## config.mk

```make
export PLATFORM = sky130hd
export DESIGN_NAME = bsg_reg_bank
export DESIGN_NICKNAME = d
export VERILOG_FILES = /design/src/rtl/bsg_reg_pkg.sv /design/src/rtl/bsg_chan_regs.sv /design/src/rtl/bsg_reg_bank.sv
export SDC_FILE = /design/constraint.sdc
export NUM_CORES = 1
export LEC_CHECK = 0
export CORE_AREA = 5 5 90 92
export CTS_CLUSTER_DIAMETER = 120
export CTS_CLUSTER_SIZE = 10
export DETAILED_ROUTE_END_ITERATION = 10
export DIE_AREA = 0 0 95 97
export PLACE_DENSITY = 0.51
export SLEW_MARGIN = 10
export SYNTH_ARGS = -nofsm -noshare
export SYNTH_HDL_FRONTEND = slang
export SYNTH_SLANG_ARGS = --single-unit
```

## constraint.sdc

```tcl
create_clock -name clk -period 2.8 [get_ports clk]
set_input_delay 0.56 -clock clk [delete_from_list [all_inputs] [get_ports clk]]
set_output_delay 0.56 -clock clk [all_outputs]
set_load 0.02 [all_outputs]
```

## src/rtl/bsg_reg_pkg.sv

```systemverilog
// Shared definitions for the BSG register bank: CONTROL bit positions,
// per-channel register offsets and the packed CONTROL storage type.
package bsg_reg_pkg;

  localparam int TXEN_BIT    = 0;
  localparam int INTMSK_BIT  = 1;
  localparam int INTFLAG_BIT = 2;
  localparam int STATUS_BIT  = 3;

  localparam int OFF_CTRL = 0;
  localparam int OFF_DATA = 1;

  // Member order puts txen at bit 0 so the struct matches the CONTROL layout.
  typedef struct packed {
    logic status;
    logic intflag;
    logic intmsk;
    logic txen;
  } ctrl_t;

endpackage

```

## src/rtl/bsg_chan_regs.sv

```systemverilog
// State for one BSG channel: CONTROL flops, DATA register, status sampling,
// falling-edge interrupt flag and the transmit start pulse.
module bsg_chan_regs
  import bsg_reg_pkg::*;
#(
  parameter int DW = 8
) (
  input  logic          clk,
  input  logic          rst_n,
  input  logic          ctrl_we,
  input  logic          data_we,
  input  logic [DW-1:0] wdata,
  input  logic          status_i,
  output logic [DW-1:0] ctrl_rdata,
  output logic [DW-1:0] data,
  output logic          tx_en,
  output logic          tx_start,
  output logic          irq_req
);

  ctrl_t         ctrl_q;
  logic [DW-1:0] data_q;
  logic          status_fall;

  // ctrl_q.status doubles as status_q; it resets to 0 so the first sample
  // after reset can never look like a falling edge.
  assign status_fall = ctrl_q.status & ~status_i;

  always_ff @(posedge clk or negedge rst_n) begin
    if (!rst_n) begin
      ctrl_q   <= '0;
      data_q   <= '0;
      tx_start <= 1'b0;
    end else begin
      ctrl_q.status <= status_i;
      if (ctrl_we) begin
        ctrl_q.txen   <= wdata[TXEN_BIT];
        ctrl_q.intmsk <= wdata[INTMSK_BIT];
      end
      // A new falling edge beats a simultaneous write-1-to-clear.
      if (status_fall)
        ctrl_q.intflag <= 1'b1;
      else if (ctrl_we && wdata[INTFLAG_BIT])
        ctrl_q.intflag <= 1'b0;
      if (data_we)
        data_q <= wdata;
      tx_start <= data_we & ctrl_q.txen & ~ctrl_q.status;
    end
  end

  always_comb begin
    ctrl_rdata              = '0;
    ctrl_rdata[TXEN_BIT]    = ctrl_q.txen;
    ctrl_rdata[INTMSK_BIT]  = ctrl_q.intmsk;
    ctrl_rdata[INTFLAG_BIT] = ctrl_q.intflag;
    ctrl_rdata[STATUS_BIT]  = ctrl_q.status;
  end

  assign data    = data_q;
  assign tx_en   = ctrl_q.txen;
  assign irq_req = ctrl_q.intflag & ctrl_q.intmsk;

endmodule

```

## src/rtl/bsg_reg_bank.sv

```systemverilog
// Register bank for NCH BSG channels: address decode, registered read
// response with error pulse, and the combined interrupt output.
module bsg_reg_bank
  import bsg_reg_pkg::*;
#(
  parameter int NCH  = 2,
  parameter int DW   = 8,
  parameter int AW   = 8,
  parameter int BASE = 10
) (
  input  logic            clk,
  input  logic            rst_n,
  input  logic            bus_valid,
  input  logic            bus_write,
  input  logic [AW-1:0]   bus_addr,
  input  logic [DW-1:0]   bus_wdata,
  output logic [DW-1:0]   bus_rdata,
  output logic            bus_rvalid,
  output logic            bus_err,
  input  logic [NCH-1:0]  status_i,
  output logic [NCH-1:0]  tx_en_o,
  output logic [NCH-1:0]  tx_start_o,
  output logic [NCH*DW-1:0] data_o,
  output logic            irq_o
);

  // Bus handshake: an access is accepted in every cycle bus_valid=1 (no
  // back-pressure); reads answer with a one-cycle bus_rvalid pulse the next
  // cycle, unmapped accesses additionally pulse bus_err the next cycle.

  logic [AW-1:0] rel;
  logic          in_range;
  logic [AW-2:0] chan_sel;
  logic          is_data;
  logic          wr_ok;
  logic          rd_req;
  logic [DW-1:0] rd_mux;
  logic [NCH-1:0] irq_req;

  logic [DW-1:0] ctrl_rd  [NCH];
  logic [DW-1:0] data_arr [NCH];

  assign rel      = bus_addr - AW'(BASE);
  assign in_range = (bus_addr >= AW'(BASE)) && (rel < AW'(2 * NCH));
  assign chan_sel = rel[AW-1:1];
  assign is_data  = (rel[0] == 1'(OFF_DATA));
  assign wr_ok    = bus_valid & bus_write & in_range;
  assign rd_req   = bus_valid & ~bus_write;

  for (genvar k = 0; k < NCH; k++) begin : g_chan
    logic hit;
    assign hit = wr_ok && (chan_sel == (AW-1)'(k));

    bsg_chan_regs #(.DW(DW)) u_chan (
      .clk        (clk),
      .rst_n      (rst_n),
      .ctrl_we    (hit & (rel[0] == 1'(OFF_CTRL))),
      .data_we    (hit & is_data),
      .wdata      (bus_wdata),
      .status_i   (status_i[k]),
      .ctrl_rdata (ctrl_rd[k]),
      .data       (data_arr[k]),
      .tx_en      (tx_en_o[k]),
      .tx_start   (tx_start_o[k]),
      .irq_req    (irq_req[k])
    );

    assign data_o[k*DW +: DW] = data_arr[k];
  end

  // Unmapped addresses fall through to zero read data.
  always_comb begin
    rd_mux = '0;
    for (int k = 0; k < NCH; k++) begin
      if (in_range && (chan_sel == (AW-1)'(k)))
        rd_mux = is_data ? data_arr[k] : ctrl_rd[k];
    end
  end

  always_ff @(posedge clk or negedge rst_n) begin
    if (!rst_n) begin
      bus_rdata  <= '0;
      bus_rvalid <= 1'b0;
      bus_err    <= 1'b0;
      irq_o      <= 1'b0;
    end else begin
      bus_rvalid <= rd_req;
      bus_err    <= bus_valid & ~in_range;
      if (rd_req)
        bus_rdata <= rd_mux;
      irq_o <= |irq_req;
    end
  end

endmodule

```

==> load_flow_metrics.sql, run 1 <==
INSERT INTO impl_metrics (metric_group, metric, value, unit) VALUES
('final_layout', 'instances_no_fill', '298', ''),
('yosys', 'post_synth_top_cells', 'sky130_fd_sc_hd__dfrtp_1 (37), sky130_fd_sc_hd__mux2_2 (22), sky130_fd_sc_hd__nor2_1 (13)', ''),
('final_layout', 'layout.core_utilization', '34.94', '%'),
('sta', 'slew_headroom', '44.80', '%'),
('yosys', 'synth-edff-count', '0', ''),
('worst_setup_path', 'timing.critical_path.slowest_cell_delay', '0.50', 'ns'),
('yosys', 'synth.yosys.warnings', '0', ''),
('worst_setup_path', 'cp_cell_sequence', 'clkdlybuf4s50_1 > inv_1 > ha_1 > nand2b_4 > nor4_4 > buf_4 > nand4_4 > mux2_1', ''),
('routing', 'drt_iter0_markers', '50', ''),
('cts', 'post_cts_resize_count', '0', ''),
('placed_design', 'post-place-cells', '290', ''),
('global_routing', 'grt_first_pass_wirelength', '7210', 'µm'),
('routing', 'detail-route-antenna-nets', '0', ''),
('status', 'run_status', 'finished, final reports clean', ''),
('routing', 'drt_pass1_iterations', '4', ''),
('floorplan', 'placementRows', '31', ''),
('worst_setup_path', 'category_of_cells_accounting_for_the_largest_share_of_critical_path_delay', 'buffers and inverters', ''),
('worst_setup_path', 'endpoint_kind', 'flop', ''),
('yosys', 'netlist_top_cells_area', 'sky130_fd_sc_hd__dfrtp_1 (53%), sky130_fd_sc_hd__mux2_2 (14%), sky130_fd_sc_hd__nor2_1 (2.8%), sky130_fd_sc_hd__nand4_4 (2.4%), sky130_fd_sc_hd__a32o_1 (2.3%)', ''),
('placed_design', 'dpl.hpwl', '3388', 'µm'),
('floorplan', 'dieArea', '0.009215', 'mm²'),
('yosys', 'postSynth.topFlopCell', 'sky130_fd_sc_hd__dfrtp_1', ''),
('global_routing', 'first_global_vias', '1321', ''),
('yosys', 'post_synthesis_instance_area', '0.001755', 'mm²'),
('cts', 'cts.hold.buffers_added', '0', ''),
('sta', 'holdWs', '0.3705', 'ns'),
('global_routing', 'antenna_violations_before_repair', '0', ''),
('cts', 'clock-sinks', '37', ''),
('sta', 'period_minus_slack', '2.321', 'ns'),
('final_layout', 'signed_area_change_from_the_synthesized_netlist_to_the_final_layout', '42.05', '%'),
('sta', 'worst_slack', '0.4789', 'ns'),
('cts', 'cts-buffers-inserted', '5', ''),
('worst_setup_path', 'required', '2.97', 'ns'),
('routing', 'route.detailed.vias_per_inst', '4.336', ''),
('floorplan', 'die_height', '97', 'µm'),
('yosys', 'synth.yosys.seq_area_share', '52.74', '%'),
('power_and_ir_drop', 'peakVddDrop', '0.1622', 'mV'),
('worst_setup_path', 'cp.buffers_inverters', '3', ''),
('cts', 'cts-root-to-sink-buffers', '2', ''),
('floorplan', 'ios', '53', ''),
('global_routing', 'grt_start_max_net_pins', '38', ''),
('yosys', 'yosys_register_bits', '37', ''),
('yosys', 'cell_accounting_for_the_most_synthesized_area', 'sky130_fd_sc_hd__dfrtp_1', ''),
('final_layout', 'layout-drive-gt1-share', '20.10', '%'),
('sta', 'timing.fmax', '0.4308', 'GHz'),
('floorplan', 'die-width', '95', 'µm'),
('yosys', 'post_synth_num_cell_types', '32', ''),
('routing', 'route.detailed.wl_per_inst', '14.84', 'µm'),
('placed_design', 'io_buffers', '52', ''),
('power_and_ir_drop', 'power_dens_cells', '462.3', 'mW/mm²'),
('cts', 'clk_pin_slew_worst_paths', '0.07', 'ns'),
('worst_setup_path', 'cp_data_arrival_time', '2.49', 'ns'),
('sta', 'final_min_period_over_clock_period', '82.90', '%'),
('cts', 'cts_htree_levels', '2', ''),
('worst_setup_path', 'worst_setup_path_start_kind', 'input port', ''),
('sta', 'grt_setup_unrepaired', 'false', ''),
('final_layout', 'seqCellArea', '925.9', 'µm²'),
('final_layout', 'fin_nets', '223', ''),
('final_layout', 'fillCellCount', '754', ''),
('worst_setup_path', 'worstSetupPathType', 'in2reg', ''),
('yosys', 'synth_top_area_share', '52.74', '%'),
('routing', 'drc_errors', '0', ''),
('sta', 'setup_violations', '0', ''),
('sta', 'finalHoldViolations', '0', ''),
('global_routing', 'grt_overflow_total', '0', ''),
('global_routing', 'grt_use_total', '10.17', '%'),
('final_layout', 'n_antenna_cell', '0', ''),
('yosys', 'postSynthNetCount', '169', ''),
('cts', 'clockRootBuffer', 'sky130_fd_sc_hd__clkbuf_8', ''),
('routing', 'vias', '1292', ''),
('worst_setup_path', 'path_max_fanout', '8', '');
==> area by class of cell <==
type | instances | share of cell area, %
multi-input combinational | 93 | 30.46
clock inverter | 1 | 1.204
clock buffer | 7 | 3.462
tap | 99 | 4.967
timing repair buffer | 57 | 22.18
sequential | 37 | 37.13
inverter | 4 | 0.6021
==> state kept, by name (all words and copies together) (netlist names) <==
| name | cells |
|---|---|
| bus_err | 1 |
| bus_rdata | 8 |
| bus_rvalid | 1 |
| g_chan.u_chan.ctrl_rdata | 6 |
| g_chan.u_chan.data | 16 |
| g_chan.u_chan.tx_en | 2 |
| g_chan.u_chan.tx_start | 2 |
| irq_o | 1 |
==> power breakdown <==
part           internal (mW)  total, mW  switching [mW]
clock network          0.290      0.473           0.182
registers              0.543      0.550         0.00639
logic                 0.0620      0.130          0.0682
total                  0.896       1.15           0.257
==> final timing paths <==
check                                                         start                                    to  depth (start not counted)
max                                                     bus_addr[1]  g_chan[1].u_chan.data[7]$_DFFE_PN0P_                          8
min                                                           rst_n   g_chan[0].u_chan.tx_start$_DFF_PN0_                          1
max reg2reg                    g_chan[1].u_chan.data[3]$_DFFE_PN0P_              bus_rdata[3]$_DFFE_PN0P_                          3
min reg2reg                g_chan[0].u_chan.ctrl_rdata[3]$_DFF_PN0_   g_chan[0].u_chan.tx_start$_DFF_PN0_                          1
max in group asynchronous                                     rst_n                     bus_err$_DFF_PN0_                          1
min in group clk           g_chan[0].u_chan.ctrl_rdata[3]$_DFF_PN0_   g_chan[0].u_chan.tx_start$_DFF_PN0_                          1
==> routing by layer <==
metal	share of wire (%)	vias up	track usage [%]
met4	1.4	0	3.330
met1	46	608	14.38
met2	44	56	14.70
met5	0	-	0
li1	-	622	-
met3	8.0	6	3.026
==> cells in the final DEF (no fill, tap or decap), drive strengths merged, types with 4 or more instances in the layout <==
master         instances
o31ai                  4
nand4                  5
clkbuf                 7
inv                    4
clkdlybuf4s50         51
a21oi                  4
mux2                  23
nand2                 10
a22oi                  4
nor2                  13
buf                    6
mux2i                  4
a32o                   4
dfrtp                 37
==> per-stage QoR <==
| stage | instance area [µm²] | total power [mW] |
|---|---|---|
| after floorplan | 1755 | 0.6165 |
| after global placement | 2377 | 0.6924 |
| after detailed placement | 2377 | 0.6923 |
| after CTS | 2494 | 1.175 |
| after global routing | 2494 | 1.206 |
| final | 2494 | 1.153 |
==> cells by family after synthesis <==
logic type	Yosys count	synth area share [%]
buf+inv	14	3.991
simple gates	40	14.04
fa+ha+maj	3	2.139
compound gates	21	8.625
mux	27	17.04
flops	37	52.74
xor+xnor	2	1.426
==> worst reg2reg max path: stages (launching register included) <==
cell and delay [ns]:
sky130_fd_sc_hd__dfrtp_1 0.42, sky130_fd_sc_hd__mux2_2 0.27, sky130_fd_sc_hd__a21oi_1 0.21, sky130_fd_sc_hd__o31ai_1 0.09
Power figures use the tool's default switching activity.
==> run 2, diff against run 1 <==
- clock period: 2.8 -> 2.3 ns (I/O delays scaled with it)
==> run 2 against run 1 <==
Compared with the run above: utilization rose by 0.67 points; critical path depth did not move; clock skew rose by 0.0019 ns; sequential share of layout area fell by 0.69 points; sequential power rose by 22%; critical path type unchanged; highest routed layer unchanged.
==> load_flow_metrics.sql, run 2 (same netlist as run 1, synthesis figures left out) <==
INSERT INTO impl_metrics (metric_group, metric, value, unit) VALUES
('status', 'run_status', 'finished, final reports clean', ''),
('sta', 'period_minus_slack', '2.162', 'ns'),
('routing', 'drc_errors', '0', ''),
('floorplan', 'dieArea', '0.009215', 'mm²'),
('cts', 'post_cts_buffers', '0', ''),
('sta', 'grt_setup_unrepaired', 'false', ''),
('placed_design', 'io_buffers', '52', ''),
('floorplan', 'placementRows', '31', ''),
('global_routing', 'first_global_vias', '1346', ''),
('global_routing', 'grt_overflow_total', '0', ''),
('routing', 'route.detailed.vias_per_inst', '4.261', ''),
('floorplan', 'ios', '53', ''),
('final_layout', 'fillCellCount', '719', ''),
('sta', 'finalHoldViolations', '0', ''),
('cts', 'cts-buffers-inserted', '5', ''),
('worst_setup_path', 'r2r-start', 'g_chan[1].u_chan.data[3]$_DFFE_PN0P_', ''),
('power_and_ir_drop', 'power_dens_cells', '515.2', 'mW/mm²'),
('placed_design', 'place_worst_setup_slack', '-0.1901', 'ns'),
('final_layout', 'largest_register_ff_count', '16', ''),
('routing', 'drt_iter0_markers', '65', ''),
('worst_setup_path', 'worst_setup_path_start_kind', 'input port', ''),
('cts', 'cts.hold.buffers_added', '0', ''),
('floorplan', 'die_height', '97', 'µm'),
('worst_setup_path', 'cpMaxStageDelayCell', 'sky130_fd_sc_hd__clkdlybuf4s50_1', ''),
('final_layout', 'instances_no_fill', '307', ''),
('placed_design', 'gp_routability_congestion', '0.7257', ''),
('global_routing', 'use_met1', '14.43', '%'),
('sta', 'setup_skew_after_layout', '0.006786', 'ns'),
('global_routing', 'grt_start_max_net_pins', '38', ''),
('worst_setup_path', 'timing.critical_path.slowest_cell_delay', '0.47', 'ns'),
('sta', 'setup_tns', '0', 'ns'),
('cts', 'cts_tree', 'built', ''),
('global_routing', 'grtUsageMet3', '3.491', '%'),
('cts', 'cts_htree_levels', '2', ''),
('worst_setup_path', 'timing.reg2reg.worst_path_depth', '3', ''),
('sta', 'slew_headroom', '43.35', '%'),
('cts', 'clockRootBuffer', 'sky130_fd_sc_hd__clkbuf_8', ''),
('placed_design', 'post-place-cells', '299', ''),
('final_layout', 'signed_area_change_from_the_synthesized_netlist_to_the_final_layout', '44.76', '%'),
('sta', 'worst_slack', '0.1384', 'ns'),
('final_layout', 'mostFrequentLayoutCells', 'sky130_fd_sc_hd__clkdlybuf4s50_1 (51), sky130_fd_sc_hd__dfrtp_1 (37), sky130_fd_sc_hd__mux2_2 (22)', ''),
('global_routing', 'globalRoute.busiestLayer', 'met2', ''),
('routing', 'route.detailed.wl_per_inst', '14.51', 'µm'),
('worst_setup_path', 'worst-r2r-setup-slack', '1.20', 'ns'),
('cts', 'post_cts_resize_count', '0', ''),
('floorplan', 'die-width', '95', 'µm'),
('final_layout', 'final_area', '0.002541', 'mm²'),
('sta', 'slew_at_the_pin_with_the_worst_max_slew_slack', '0.8497', 'ns'),
('placed_design', 'dpl.hpwl', '3463', 'µm'),
('global_routing', 'met2_usage', '15.13', '%'),
('worst_setup_path', 'worstSetupPathType', 'in2reg', ''),
('worst_setup_path', 'cp_cell_sequence', 'clkdlybuf4s50_1 > inv_1 > ha_1 > nand2b_4 > nor4_4 > buf_4 > nand4_4 > mux2_1', ''),
('sta', 'final_min_period_over_clock_period', '93.98', '%'),
('routing', 'detail-route-antenna-nets', '0', ''),
('floorplan', 'initial_utilization', '24.60', '%'),
('run', 'cap_viol_max_count', '0', ''),
('sta', 'timing_max_transition_violations_final', '0', ''),
('global_routing', 'antenna_violations_before_repair', '0', ''),
('global_routing', 'grt_use_total', '10.45', '%'),
('routing', 'vias', '1308', ''),
('worst_setup_path', 'required', '2.47', 'ns'),
('worst_setup_path', 'cp_data_arrival_time', '2.33', 'ns'),
('final_layout', 'layout-drive-gt1-share', '24.04', '%'),
('final_layout', 'multiInputGateArea', '759.5', 'µm²'),
('power_and_ir_drop', 'leakagePower', '1.118', 'nW'),
('worst_setup_path', 'path_max_fanout', '8', ''),
('hold_path', 'holdCritPathClass', 'in2async', ''),
('global_routing', 'grt_first_pass_wirelength', '7403', 'µm'),
('final_layout', 'n_antenna_cell', '0', ''),
('final_layout', 'fin_nets', '232', ''),
('worst_setup_path', 'cp.buffers_inverters', '3', ''),
('power_and_ir_drop', 'peakVddDrop', '0.1743', 'mV'),
('power_and_ir_drop', 'total_power', '1.309', 'mW'),
('sta', 'setup_violations', '0', ''),
('floorplan', 'placeableCoreArea', '0.007137', 'mm²'),
('placed_design', 'place_area', '0.002445', 'mm²'),
('worst_setup_path', 'category_of_cells_accounting_for_the_largest_share_of_critical_path_delay', 'buffers and inverters', ''),
('sta', 'timing.fmax', '0.4626', 'GHz'),
('cts', 'clk-insertion-delay-late', '0.28', 'ns'),
('routing', 'route.final.wire_length', '4454', 'µm'),
('worst_setup_path', 'endpoint_kind', 'flop', ''),
('cts', 'clk_pin_slew_worst_paths', '0.07', 'ns'),
('cts', 'clock-sinks', '37', ''),
('cts', 'cts-root-to-sink-buffers', '2', ''),
('final_layout', 'seqCellArea', '925.9', 'µm²'),
('worst_setup_path', 'regToRegEndpoint', 'bus_rdata[3]$_DFFE_PN0P_', ''),
('final_layout', 'most_common_cell_after_layout_fill_and_taps_aside', 'sky130_fd_sc_hd__clkdlybuf4s50_1', ''),
('routing', 'drt_pass1_iterations', '4', '');
[run 2: how the worst max path moves through the flow]
| stage | from | end | slack [ns] | cells after the start |
|---|---|---|---|---|
| global route | bus_addr[2] | g_chan[1].u_chan.data[7]$_DFFE_PN0P_ | 0.04 | 8 |
| detailed placement | bus_addr[1] | g_chan[1].u_chan.data[7]$_DFFE_PN0P_ | -0.19 | 8 |
| floorplan | bus_addr[1] | g_chan[1].u_chan.data[7]$_DFFE_PN0P_ | 0.33 | 6 |
| CTS | bus_addr[1] | g_chan[1].u_chan.data[7]$_DFFE_PN0P_ | 0.12 | 8 |
| finish | bus_addr[1] | g_chan[1].u_chan.data[7]$_DFFE_PN0P_ | 0.14 | 8 |
| global placement | bus_addr[1] | g_chan[1].u_chan.data[7]$_DFFE_PN0P_ | -0.16 | 8 |
[run 2: final cells by class]
cell class,count,area share [%]
sequential,37,36.44
clock inverter,2,0.5416
tap,99,4.874
clock buffer,6,3.250
timing repair buffer,66,24.42
inverter,4,0.5908
multi-input combinational,93,29.89
[run 2: per-stage QoR]
step / hold slack [ns] / utilization (%)
6_report: 0.2791 / 35.61
5_1_grt: 0.3399 / 35.61
4_1_cts: 0.2984 / 35.61
3_5_place_dp: 0.4665 / 34.26
3_3_place_gp: 0.4711 / 34.26
2_1_floorplan: 0.1644 / -
[run 2: metal layers]
metal / up-vias / part of all wire, % / routed length (µm)
li1: 641 / - / -
met1: 626 / 47 / 2110
met2: 36 / 46 / 2027
met3: 5 / 5.7 / 255
met4: 0 / 1.4 / 61
met5: - / 0 / 0
[run 2: report_power, final]
part           internal (mW)  switching, mW
sequential             0.661        0.00804
clock                  0.243          0.228
combinational         0.0837         0.0850
